`src/rtl/alu_seq.sv`:
```
// Sequential zx/nx/zy/ny/f/no ALU with a registered result and status flags.
// Multiply and shift modes iterate one step per cycle behind a valid/ready handshake.
module alu_seq #(
    parameter int WIDTH = 16
) (
    input  logic             clk,
    input  logic             rst,
    input  logic             in_valid,
    output logic             in_ready,
    input  logic [WIDTH-1:0] in0,
    input  logic [WIDTH-1:0] in1,
    input  logic             zx,
    input  logic             nx,
    input  logic             zy,
    input  logic             ny,
    input  logic             f,
    input  logic             no,
    input  logic [1:0]       mode,
    output logic [WIDTH-1:0] out,
    output logic             zr,
    output logic             ng,
    output logic             cy,
    output logic             out_valid,
    input  logic             out_ready
);
    localparam int SHW = $clog2(WIDTH);

    localparam logic [1:0] S_IDLE = 2'd0;
    localparam logic [1:0] S_BUSY = 2'd1;
    localparam logic [1:0] S_DONE = 2'd2;

    logic [1:0]       state_q, state_d;
    logic [WIDTH-1:0] x_q, x_d, y_q, y_d, hi_q, hi_d;
    logic [SHW-1:0]   cnt_q, cnt_d;
    logic [1:0]       mode_q, mode_d;
    logic             no_q, no_d;
    logic [WIDTH-1:0] out_q, out_d;
    logic             zr_q, zr_d, ng_q, ng_d, cy_q, cy_d;

    logic [WIDTH-1:0] xp, yp, src_x, src_y, src_hi, st_x, st_y, st_hi, r, res;
    logic [WIDTH:0]   asum, msum;
    logic [SHW-1:0]   amt;
    logic [1:0]       s_mode;
    logic             s_no, idle, finish, st_c, rcy;

    always_comb begin
        xp     = zx ? '0 : in0;
        xp     = nx ? ~xp : xp;
        yp     = zy ? '0 : in1;
        yp     = ny ? ~yp : yp;
        amt    = yp[SHW-1:0];
        asum   = {1'b0, xp} + {1'b0, yp};
        idle   = (state_q == S_IDLE);

        // The accept edge performs the first iteration step straight from the
        // conditioned operands, so L edges cover exactly L steps.
        src_x  = idle ? xp : x_q;
        src_y  = idle ? yp : y_q;
        src_hi = idle ? '0 : hi_q;
        s_mode = idle ? mode : mode_q;
        s_no   = idle ? no : no_q;

        msum  = {1'b0, src_hi} + (src_y[0] ? {1'b0, src_x} : '0);
        st_x  = src_x;
        st_y  = src_y;
        st_hi = src_hi;
        st_c  = 1'b0;
        case (s_mode)
            2'd1: begin
                st_hi = msum[WIDTH:1];
                st_y  = {msum[0], src_y[WIDTH-1:1]};
            end
            2'd2: begin
                st_x = {src_x[WIDTH-2:0], 1'b0};
                st_c = src_x[WIDTH-1];
            end
            2'd3: begin
                st_x = {src_x[WIDTH-1], src_x[WIDTH-1:1]};
                st_c = src_x[0];
            end
            default: ;
        endcase

        state_d = state_q;
        x_d     = x_q;
        y_d     = y_q;
        hi_d    = hi_q;
        cnt_d   = cnt_q;
        mode_d  = mode_q;
        no_d    = no_q;
        out_d   = out_q;
        zr_d    = zr_q;
        ng_d    = ng_q;
        cy_d    = cy_q;
        finish  = 1'b0;
        r       = '0;
        rcy     = 1'b0;
        res     = '0;

        case (state_q)
            S_IDLE: begin
                if (in_valid) begin
                    mode_d = mode;
                    no_d   = no;
                    x_d    = st_x;
                    y_d    = st_y;
                    hi_d   = st_hi;
                    case (mode)
                        2'd0: begin
                            finish = 1'b1;
                            r      = f ? asum[WIDTH-1:0] : (xp & yp);
                            rcy    = f & asum[WIDTH];
                        end
                        2'd1: begin
                            cnt_d   = SHW'(WIDTH - 1);
                            state_d = S_BUSY;
                        end
                        default: begin
                            if (amt <= SHW'(1)) begin
                                finish = 1'b1;
                                r      = (amt == '0) ? xp : st_x;
                                rcy    = (amt == '0) ? 1'b0 : st_c;
                            end else begin
                                cnt_d   = amt - SHW'(1);
                                state_d = S_BUSY;
                            end
                        end
                    endcase
                end
            end
            S_BUSY: begin
                x_d   = st_x;
                y_d   = st_y;
                hi_d  = st_hi;
                cnt_d = cnt_q - SHW'(1);
                if (cnt_q == SHW'(1)) begin
                    finish = 1'b1;
                    r      = (mode_q == 2'd1) ? st_y : st_x;
                    rcy    = (mode_q == 2'd1) ? (|st_hi) : st_c;
                end
            end
            S_DONE: begin
                if (out_ready) state_d = S_IDLE;
            end
            default: state_d = S_IDLE;
        endcase

        if (finish) begin
            res     = s_no ? ~r : r;
            state_d = S_DONE;
            out_d   = res;
            zr_d    = (res == '0);
            ng_d    = res[WIDTH-1];
            cy_d    = rcy;
        end
    end

    always_ff @(posedge clk or posedge rst) begin
        if (rst) begin
            state_q <= S_IDLE;
            x_q     <= '0;
            y_q     <= '0;
            hi_q    <= '0;
            cnt_q   <= '0;
            mode_q  <= '0;
            no_q    <= 1'b0;
            out_q   <= '0;
            zr_q    <= 1'b0;
            ng_q    <= 1'b0;
            cy_q    <= 1'b0;
        end else begin
            state_q <= state_d;
            x_q     <= x_d;
            y_q     <= y_d;
            hi_q    <= hi_d;
            cnt_q   <= cnt_d;
            mode_q  <= mode_d;
            no_q    <= no_d;
            out_q   <= out_d;
            zr_q    <= zr_d;
            ng_q    <= ng_d;
            cy_q    <= cy_d;
        end
    end

    assign in_ready  = (state_q == S_IDLE);
    assign out_valid = (state_q == S_DONE);
    assign out       = out_q;
    assign zr        = zr_q;
    assign ng        = ng_q;
    assign cy        = cy_q;
endmodule

```
`config.mk`:
```
export PLATFORM = sky130hd
export DESIGN_NAME = alu_seq
export DESIGN_NICKNAME = d
export VERILOG_FILES = /design/src/rtl/alu_seq.sv
export SDC_FILE = /design/constraint.sdc
export NUM_CORES = 1
export LEC_CHECK = 0
export ABC_AREA = 1
export CAP_MARGIN = 10
export CORE_MARGIN = 2
export CORE_UTILIZATION = 55
export DETAILED_ROUTE_END_ITERATION = 6
export GPL_ROUTABILITY_DRIVEN = 0
export GPL_TIMING_DRIVEN = 0
export MAX_ROUTING_LAYER = met4
export PLACE_DENSITY = 0.85
export SLEW_MARGIN = 20
export SYNTH_ARGS = -nofsm -noshare
export SYNTH_HDL_FRONTEND = slang
export SYNTH_SLANG_ARGS = --single-unit
```
`constraint.sdc`:
```
create_clock -name clk -period 5.8 [get_ports clk]
set_input_delay 0.87 -clock clk [delete_from_list [all_inputs] [get_ports clk]]
set_output_delay 0.87 -clock clk [all_outputs]
set_load 0.02 [all_outputs]
```
==> results_dict.tcl <==
set metrics [dict create \
    worstHoldPathType "flip-flop to flip-flop" \
    cts_made_buffers 9 \
    die_height_um 124 \
    cts_tree "yes" \
    crit_required_ns 6.03 \
    crit_slowest_cell "fa_1" \
    crit_path_max_incr_delay_ns 0.45 \
    antenna_found_initial 0 \
    root_buffer "clkbuf_16" \
    layout_common_cells "522 x nand2_1, 127 x inv_1, 120 x o21ai_0" \
    p_per_area_mw_per_mm2 533 \
    syn_nets 1430 \
    layout_commonest_cell "nand2_1" \
    setup.worst_path.start "zy" \
    dr.pass1.iters 6 \
    grt_max_degree 43 \
    synth_edf_count 0 \
    grt-ovfl-total 0 \
    skew_ns 0.0110 \
    crit_buf_inv 6 \
    path_depth 24 \
    peakVddDrop_uv 276 \
    cts_hold_buf 0 \
    antenna_cells 0 \
    postCtsSetupRepairBufs 0 \
    maxClockFrequency_ghz 0.195 \
    port_buffers 61 \
    final_hold_viol_count 0 \
    num_rows 43 \
    vias_per_cell 5.69 \
    fin_setup_tns_ns 0 \
    drv_cap 0 \
    wl_per_cell_um 15.3 \
    netlist_area_mm2 0.00791 \
    synthCells 1349 \
    synth_flop_cell "dfrtp_1" \
    drtIter0Drc 1112 \
    cts_max_level 3 \
    drive_gt1_share_pct 6.24 \
    setup_viol 0 \
    path_delay_family "simple AND/OR/NAND/NOR gates" \
    dieWidth_um 124 \
    crit_path_max_fanout 10 \
    reg2reg_depth 23 \
    core_mm2 0.0140 \
    start_kind "input port" \
    drtAntennaViolNets 0 \
    ys_seq_area_share_pct 23.7 \
    slew_viol_final 0 \
    synthArstFlopShare_pct 100 \
    place_hpwl_mm 19.5 \
    status "complete, no violations" \
    cts_resized 0 \
    drc 0 \
    synth_warnings 0 \
    power.total_uw 4860 \
    path_cells "clkdlybuf4s50_1 > inv_2 > buf_2 > nand3_1 > nand2_2 > nand2_1 > o21ai_1 > inv_1 > clkbuf_1 > nor2_1 > ha_1 > inv_1 > fa_1 > nor2_1 > nor2_1 > o21ai_0 > xnor2_1 > nand2_1 > o21ai_0 > nand4_1 > nor4_1 > nand4_1 > nand2_1 > nand3_1" \
    min_period_ns 5.13 \
    grt_pass1_wl_mm 40.2 \
    start_util_pct 56.5 \
    clk_latency_ns 0.36 \
    clockBufferDepth 2 \
    crit_path_end_kind "flip-flop" \
    io_pins 65 \
    drt_wl_total_mm 24.6 \
    path_class "input port to flip-flop" \
    fin_crit_sh_pct 88.5 \
    p_leak_uw 0.00477 \
    routed-via-count 9136 \
    syn_area_per_cell_um2 5.86 \
    reg2reg_from "state_q[1]$_DFFE_PP0P_" \
    synth.distinct_cells 50 \
    hold-path-cell-count 2 \
    grt_pass1_vias 8459 \
    clk_pin_slew_ns 0.06 \
    hp-start "y_q[13]$_DFFE_PP0P_" \
    cts.sinks 75 \
    areaGrowthSynthToFinish_pct 15.2 \
    tightest_slew_ns 0.624 \
    track_usage_pct 34.6 \
    critPathArrivalTime_ns 5.37 \
    synth-seq-cells 75 \
    maxSlewHeadroom_pct 58.0 \
    rsz0062_at_grt "false" \
    finalNetCount 1503 \
    die_area_mm2 0.0154 \
]
-- logic make-up (layout without fill, tap and decap cells) --
logic type	after synthesis	in the layout	synth area share, %
multiplexers	2	2	0.269
AO/OA/AOI/OAI	236	236	16.6
adder cells (fa/ha/maj)	37	37	6.04
buffers and inverters	200	278	11.0
AND/OR/NAND/NOR	782	782	40.5
XOR/XNOR	17	17	1.88
flip-flops	75	75	23.7
-- through the flow --
step	cells	hold WS [ns]	instance area [um2]	utilization, %	setup slack, ns
after global placement	1590	0.457	8750	62.5	0.502
after global routing	1607	0.498	9110	65.1	0.196
after floorplan	1349	0.444	7910	-	1.76
after detailed placement	1591	0.468	8770	62.7	0.364
after CTS	1607	0.477	9110	65.1	0.725
final	1607	0.477	9110	65.1	0.668
-- sequential cells by signal (all words and copies together), names as in the netlist --
name     flops
cnt_q        4
cy           1
out         16
y_q         16
no_q         1
hi_q        16
state_q      2
x_q         16
zr           1
mode_q       2
-- area by class of cell --
class / count / area [um2]
Sequential cell: 75 / 1880
Buffer: 60 / 340
Clock buffer: 11 / 243
Tap cell: 180 / 225
Fill cell: 1302 / 4880
Inverter: 140 / 531
Multi-Input combinational cell: 1074 / 5160
Timing Repair Buffer: 62 / 631
Clock inverter: 5 / 100
-- worst reg2reg max path, cell delays in order (launching register included) --
cell      delay [ns]
dfrtp_1         0.44
nor2_4          0.17
buf_6           0.17
buf_6           0.16
buf_6           0.16
nand2_1         0.06
o21ai_1         0.12
inv_1           0.17
clkbuf_1        0.25
nor2_1          0.14
ha_1            0.19
inv_1           0.07
fa_1            0.45
nor2_1          0.12
nor2_1          0.08
o21ai_0         0.43
xnor2_1         0.18
nand2_1         0.06
o21ai_0         0.11
nand4_1         0.15
nor4_1          0.43
nand4_1         0.23
nand2_1         0.12
nand3_1         0.07
-- where the power goes --
| group | switching, uW | leakage, uW | internal, uW |
|---|---|---|---|
| logic | 2190 | 0.00368 | 1080 |
| registers | 137 | 0.000917 | 782 |
| clock network | 238 | 0.000169 | 431 |
| total | 2560 | 0.00477 | 2300 |
-- final timing paths --
kind | to | slack, ns
setup / recovery | cy$_DFFE_PP0P_ | 0.67
hold / removal | y_q[13]$_DFFE_PP0P_ | 0.48
setup reg to reg | cy$_DFFE_PP0P_ | 1.15
hold reg to reg | y_q[13]$_DFFE_PP0P_ | 0.48
max in group asynchronous | mode_q[0]$_DFFE_PP0P_ | 4.28
min in group asynchronous | out[2]$_DFFE_PP0P_ | 0.93
-- routing by layer --
layer / GRT usage, % / up-vias / part of all wire, %
met5: - / - / 0
met4: 19.9 / 0 / 5.4
met3: 6.09 / 86 / 9.6
met2: 53.5 / 468 / 44
met1: 42.7 / 4085 / 41
li1: - / 4497 / -
-- cells in the mapped netlist (2+ instances only) --
| cell type | instances | area [um2] |
|---|---|---|
| a21o_1 | 3 | 22.5 |
| ha_1 | 35 | 438 |
| nor2_4 | 4 | 45.0 |
| nor2_2 | 2 | 12.5 |
| o21bai_1 | 3 | 22.5 |
| o31ai_1 | 2 | 15.0 |
| o21ai_2 | 3 | 26.3 |
| o211ai_1 | 7 | 52.6 |
| inv_1 | 128 | 480 |
| buf_6 | 8 | 90.1 |
| xor2_1 | 11 | 96.3 |
| o21ai_1 | 13 | 65.1 |
| a21oi_1 | 58 | 290 |
| buf_2 | 20 | 100 |
| nand4_1 | 6 | 37.5 |
| nand3_2 | 4 | 40.0 |
| nand2_1 | 522 | 1960 |
| buf_4 | 8 | 60.1 |
| buf_1 | 3 | 11.3 |
| nand2_2 | 3 | 18.8 |
| xnor2_1 | 6 | 52.6 |
| o21ai_0 | 120 | 601 |
| o2111ai_1 | 2 | 17.5 |
| nor2_1 | 109 | 409 |
| nor3_1 | 7 | 35.0 |
| fa_1 | 2 | 40.0 |
| or2_2 | 3 | 18.8 |
| inv_2 | 11 | 41.3 |
| o221ai_1 | 5 | 43.8 |
| a31oi_1 | 10 | 62.6 |
| nand3b_1 | 2 | 15.0 |
| dfrtp_1 | 75 | 1880 |
| nand3_1 | 117 | 586 |
| clkbuf_1 | 21 | 78.8 |
Note: power is estimated with default switching activity, not from simulation.
==> RTL change 1, RTL diff (same settings) <==
`hi_q` no longer has a reset.
--- a/src/rtl/alu_seq.sv
+++ b/src/rtl/alu_seq.sv
@@ -160,7 +160,6 @@
             state_q <= S_IDLE;
             x_q     <= '0;
             y_q     <= '0;
-            hi_q    <= '0;
             cnt_q   <= '0;
             mode_q  <= '0;
             no_q    <= 1'b0;
@@ -172,7 +171,6 @@
             state_q <= state_d;
             x_q     <= x_d;
             y_q     <= y_d;
-            hi_q    <= hi_d;
             cnt_q   <= cnt_d;
             mode_q  <= mode_d;
             no_q    <= no_d;
@@ -183,6 +181,10 @@
         end
     end
 
+    always_ff @(posedge clk) begin
+        hi_q <= hi_d;
+    end
+
     assign in_ready  = (state_q == S_IDLE);
     assign out_valid = (state_q == S_DONE);
     assign out       = out_q;
Function: no difference found for any inputs over 4 cycles, from zero or initial values and one cycle with rst high; that may be too few to reach the edited logic, so the function may still have changed.
==> RTL change 1 against the original RTL <==
Synthesized cell count decreased by 2.8%. Critical path depth is 3 higher. Design area fell by 0.32%. Routed wire length is 0.14% lower. Die area down 0.12%. Sequential cell count unchanged. Synthesized area is 0.13% lower. Worst setup slack lost 0.16 ns. Combinational power rose by 12%. Sequential power is 9% higher. Register-to-register slack worse by 0.16 ns. Total power increased by 8.2%. Critical path type unchanged. Largest cell class unchanged. Highest routed layer unchanged.
==> RTL change 1: results (changes against the original RTL) <==
Power and ir drop
  • Psw: 2.83 mW (+11%)
  • Leak: 4.77 nW (about the same)
  • Worst vdd rail ir drop: 459 uV (+66%)

Route
  • Avg WL per Cell: 15.6 microns (+2.2%)
  • Iter 0 DRT Violations: 988 (-11%)
  • Vias/cell: 5.71 (+0.37%)

Global route
  • Vias in the first global route: 8365 (-1.1%)
  • Largest net degree at the start of global routing: 53 (+23%)
  • GRT Total Usage: 34.1% (-0.48 points)
  • First-pass GRT wire length: 39100 microns (-2.6%)

Synth
  • Top cells by area, synth: nand2_1 (23%), dfrtp_1 (19%), nand3_1 (7.2%)
  • Register area share after synthesis: 24.8% (+1.0 points)
  • Synthesized Nets: 1392 (-2.7%)
  • Post-synth cell types: 53 (+6.0%)
  • EDFF count, synth: 16 (+16)
  • Yosys warning count: 0 (unchanged)
  • Most instantiated cells after synthesis: nand2_1 (490), inv_1 (130), nand3_1 (114)

Worst setup path
  • Critical Path Max Stage Delay: 0.43 ns (-0.02 ns)

Finish
  • Fin nets: 1466 (-2.5%)
  • Share of cells above drive strength 1: 7.19% (+0.96 points)

STA
  • Clk_skew: 0.00715 ns (-0.00388 ns)
  • Actual slew at the worst max-slew pin: 0.700 ns (+0.0768 ns)

Run status
  • Status: complete, no violations

Place
  • Post-DP HPWL: 19000 microns (-2.5%)
  • PortBufs: 62 (+1.6%)
  • Placed inst area: 0.00878 sq mm (about the same)
  • DP Worst Slack: 0.323 ns (-0.0408 ns)

Worst hold path
  • Hold path startpoint: y_q[10]
-- RTL change 1: cell types whose count changed after synthesis, moves of 4 or more --
cell / delta
o21a_1: +5
o21ai_1: +7
buf_2: -6
clkbuf_1: -5
or2_1: +4
dfrtp_1: -16
buf_4: +4
nand2_1: -32
edfxtp_1: +16
nand2_2: +8
o21ai_0: -36
-- RTL change 1: per-stage QoR --
stage,power [mW],hold WS [ns],cells
6_report,5.26,0.480,1570
5_1_grt,5.68,0.508,1570
4_1_cts,5.14,0.477,1570
3_5_place_dp,4.52,0.461,1554
3_3_place_gp,4.44,0.459,1553
2_1_floorplan,3.51,0.444,1311
-- RTL change 1: final timing paths --
path                       slack, ns  cells past startpoint      end
setup reg to reg                0.99                     25       cy
max in group asynchronous       4.55                      3  x_q[15]
setup / recovery                0.51                     27       cy
hold reg to reg                 0.48                      2  y_q[10]
min in group asynchronous       0.77                      2   out[0]
hold / removal                  0.48                      2  y_q[10]
-- RTL change 1: area by class of cell --
type / count / area, sq um
Clock inverter: 4 / 47.5
Inverter: 146 / 556
Fill cell: 1273 / 4850
Timing Repair Buffer: 63 / 648
Clock buffer: 12 / 258
Buffer: 54 / 342
Multi-Input combinational cell: 1036 / 5050
Tap cell: 180 / 225
Sequential cell: 75 / 1960
-- RTL change 1: worst max-delay path, delay by kind of cell --
kind | cells | cell delay [ns]
AO/OA/AOI/OAI | 7 | 1.47
XOR/XNOR | 1 | 0.16
adder cells (fa/ha/maj) | 2 | 0.62
buffers and inverters | 7 | 1.32
AND/OR/NAND/NOR | 10 | 1.04
-- RTL change 1: power groups by stage --
| stage | Combinational, mW | Sequential (mW) | Clock, mW |
|---|---|---|---|
| 2_1_floorplan | 2.47 | 1.04 | 0 |
| 3_3_place_gp | 3.44 | 0.994 | 0 |
| 3_5_place_dp | 3.52 | 1.00 | 0 |
| 4_1_cts | 3.56 | 0.998 | 0.585 |
| 5_1_grt | 4.04 | 1.03 | 0.614 |
| 6_report | 3.67 | 1.00 | 0.584 |
-- RTL change 1: kinds of logic after synthesis --
| family | share of synthesized area [%] |
|---|---|
| AOI/OAI and AO/OA | 15.6 |
| xor gates and xnor gates | 2.11 |
| adders and majority gates | 6.05 |
| buffers and inverters | 11.3 |
| DFF | 24.8 |
| muxes | 0.396 |
| and+or+nand+nor | 39.8 |
-- RTL change 1: per-layer routing --
| layer | up-vias | global-route usage [%] | wire length (microns) |
|---|---|---|---|
| li1 | 4374 | - | - |
| met1 | 3996 | 40.6 | 9610 |
| met2 | 459 | 52.5 | 11000 |
| met3 | 130 | 7.14 | 2320 |
| met4 | 0 | 22.1 | 1570 |
| met5 | - | - | 0 |
==> RTL change 2, RTL diff (same flow settings) <==
Made on the original files. `WIDTH`: 16 -> 32.
--- a/src/rtl/alu_seq.sv
+++ b/src/rtl/alu_seq.sv
@@ -1,7 +1,7 @@
 // Sequential zx/nx/zy/ny/f/no ALU with a registered result and status flags.
 // Multiply and shift modes iterate one step per cycle behind a valid/ready handshake.
 module alu_seq #(
-    parameter int WIDTH = 16
+    parameter int WIDTH = 32
 ) (
     input  logic             clk,
     input  logic             rst,
Interface: changed (resized in0, in1 and out); port bits go from 65 to 113. The function was not compared with the original's and may differ.
==> RTL change 2 against the original RTL <==
The run now ends with DRC left. Design area is 100% higher. Total power is 110% higher. Synthesized cell count is 110% higher. Synthesized area is 100% higher. Clock power is 82% higher. Worst setup slack worse by 0.22 ns. Sequential cell count is 65 higher. Routed wire length is 150% higher.
==> RTL change 2: results (changes against the original RTL) <==
STA
  • TNS Setup: 0 ns (unchanged)
  • Worst hold slack: 0.487 ns (+0.00917 ns)
  • Clk_skew: 0.0114 ns (+0.000360 ns)
  • Actual slew at the worst max-slew pin: 0.919 ns (+0.295 ns)

Finish
  • Post-layout util: 63.6% (-1.6 points)
  • Fin nets: 3126 (+110%)
  • Post-Layout Cell Count: 3377 (+110%)
  • Fillers: 2633 (+100%)
  • Share of cells above drive strength 1: 5.01% (-1.2 points)

Global route
  • GRT Total Usage: 40.6% (+6.0 points)
  • Largest net degree at the start of global routing: 105 (+140%)
  • Vias in the first global route: 18194 (+120%)
  • Antenna violations before repair: 1 (+1)
  • First-pass GRT wire length: 94300 microns (+130%)

CTS
  • Worst-path clk slew: 0.06 ns (about the same)
  • # resized after CTS: 0 (unchanged)
  • Num CTS Buffers: 17 (+8)
  • # H-tree levels: 4 (+1)
  • Later-pin clock latency in the skew report: 0.44 ns (+0.08 ns)

Route
  • Drt pass-1 iters: 7 (+1)
  • Iter 0 DRT Violations: 3497 (+210%)
  • Vias/cell: 6.05 (+6.4%)
  • Avg WL per Cell: 18.2 microns (+19%)
  • Drt drc: 79 (+79)

Place
  • DP Worst Slack: -0.0762 ns (-0.440 ns)
  • PortBufs: 109 (+79%)
  • Cells after DPL: 3344 (+110%)
  • Post-DP HPWL: 47700 microns (+140%)
  • Placed inst area: 0.0175 sq mm (+100%)

Worst setup path
  • Critical Path Max Stage Delay: 0.47 ns (+0.02 ns)
  • Critical path's slowest cell: clkdlybuf4s50_1
  • Top cell family by delay on the critical path: simple AND/OR/NAND/NOR gates
  • R2R depth: 26 (+13%)
  • Crit-path max FO: 10 (unchanged)
  • FF-to-FF End: cy
  • Worst reg-to-reg setup slack: 0.96 ns (-0.19 ns)
  • Reg2reg start: state_q[0]

Run status
  • Failing checks: DRC
  • Status: complete, but fails checks

Synth
  • Post-Syn Instances: 2850 (+110%)
  • Most instantiated cells after synthesis: nand2_1 (1181), inv_1 (334), nand3_1 (224)
  • Top FF cell, synth: dfrtp_1
  • Top cells by area, synth: nand2_1 (28%), dfrtp_1 (22%), inv_1 (7.9%)
  • Register area share after synthesis: 22.0% (-1.7 points)
  • Yosys warning count: 0 (unchanged)
  • Synthesized Nets: 2997 (+110%)
  • Post-synth cell types: 46 (-8.0%)

Power and ir drop
  • Leak: 9.93 nW (+110%)
  • Worst vdd rail ir drop: 405 uV (+47%)

Worst hold path
  • Min-Delay Path Class: reg -> reg
  • Hold Path End: zr
  • Hold path startpoint: zr
==> RTL change 2: changes by cell type in the layout (fill, tap and decap cells not counted), sizes merged, moves of 48 or more <==
cell	unedited run	this run
nand3	121	229
o21ai	137	226
clkdlybuf4s50	61	109
inv	140	350
nor2	115	216
nand2	526	1191
a21oi	58	128
dfrtp	75	140
==> RTL change 2: power by group <==
part	switching, mW	internal, mW	total (mW)	leakage [nW]
clock	0.491	0.728	1.22	0.311
combinational	5.00	2.09	7.09	7.91
sequential	0.246	1.44	1.69	1.71
==> RTL change 2: cells by family after synthesis <==
logic type	synth area share [%]
XOR/XNOR	2.42
AO/OA/AOI/OAI	14.8
flip-flops	22.0
multiplexers	0.0706
adder cells (fa/ha/maj)	5.67
AND/OR/NAND/NOR	42.8
buffers and inverters	12.3
==> RTL change 2: per-layer routing <==
layer	global-route usage, %	wire, microns	part of all wire, %
met4	22.9	4340	7.1
met5	-	0	0
met3	12.9	9810	16
met1	51.6	23100	38
met2	56.8	24100	39
==> RTL change 2: worst max path at each step <==
| stage | startpoint | endpoint | slack [ns] | cells past startpoint |
|---|---|---|---|---|
| floorplan | rst | cnt_q[0] | 1.18 | 1 |
| global placement | rst | y_q[5] | -0.96 | 2 |
| detailed placement | zy | cy | -0.08 | 28 |
| CTS | zy | cy | 0.36 | 28 |
| global route | zy | cy | 0.07 | 27 |
| finish | zy | cy | 0.44 | 28 |
==> RTL change 2: worst min-delay path, cell delays in order, from the launching register on <==
cell and delay (ns):
dfrtp_1 0.35, nand2_1 0.06, nand2_1 0.05
==> RTL change 2: final cells by class <==
| cell class | count | area share (%) |
|---|---|---|
| Antenna cell | 1 | 0.0138 |
| Buffer | 127 | 3.62 |
| Clock buffer | 17 | 2.34 |
| Clock inverter | 15 | 1.16 |
| Inverter | 347 | 7.23 |
| Multi-Input combinational cell | 2236 | 57.6 |
| Sequential cell | 140 | 19.3 |
| Tap cell | 384 | 2.64 |
| Timing Repair Buffer | 110 | 6.15 |
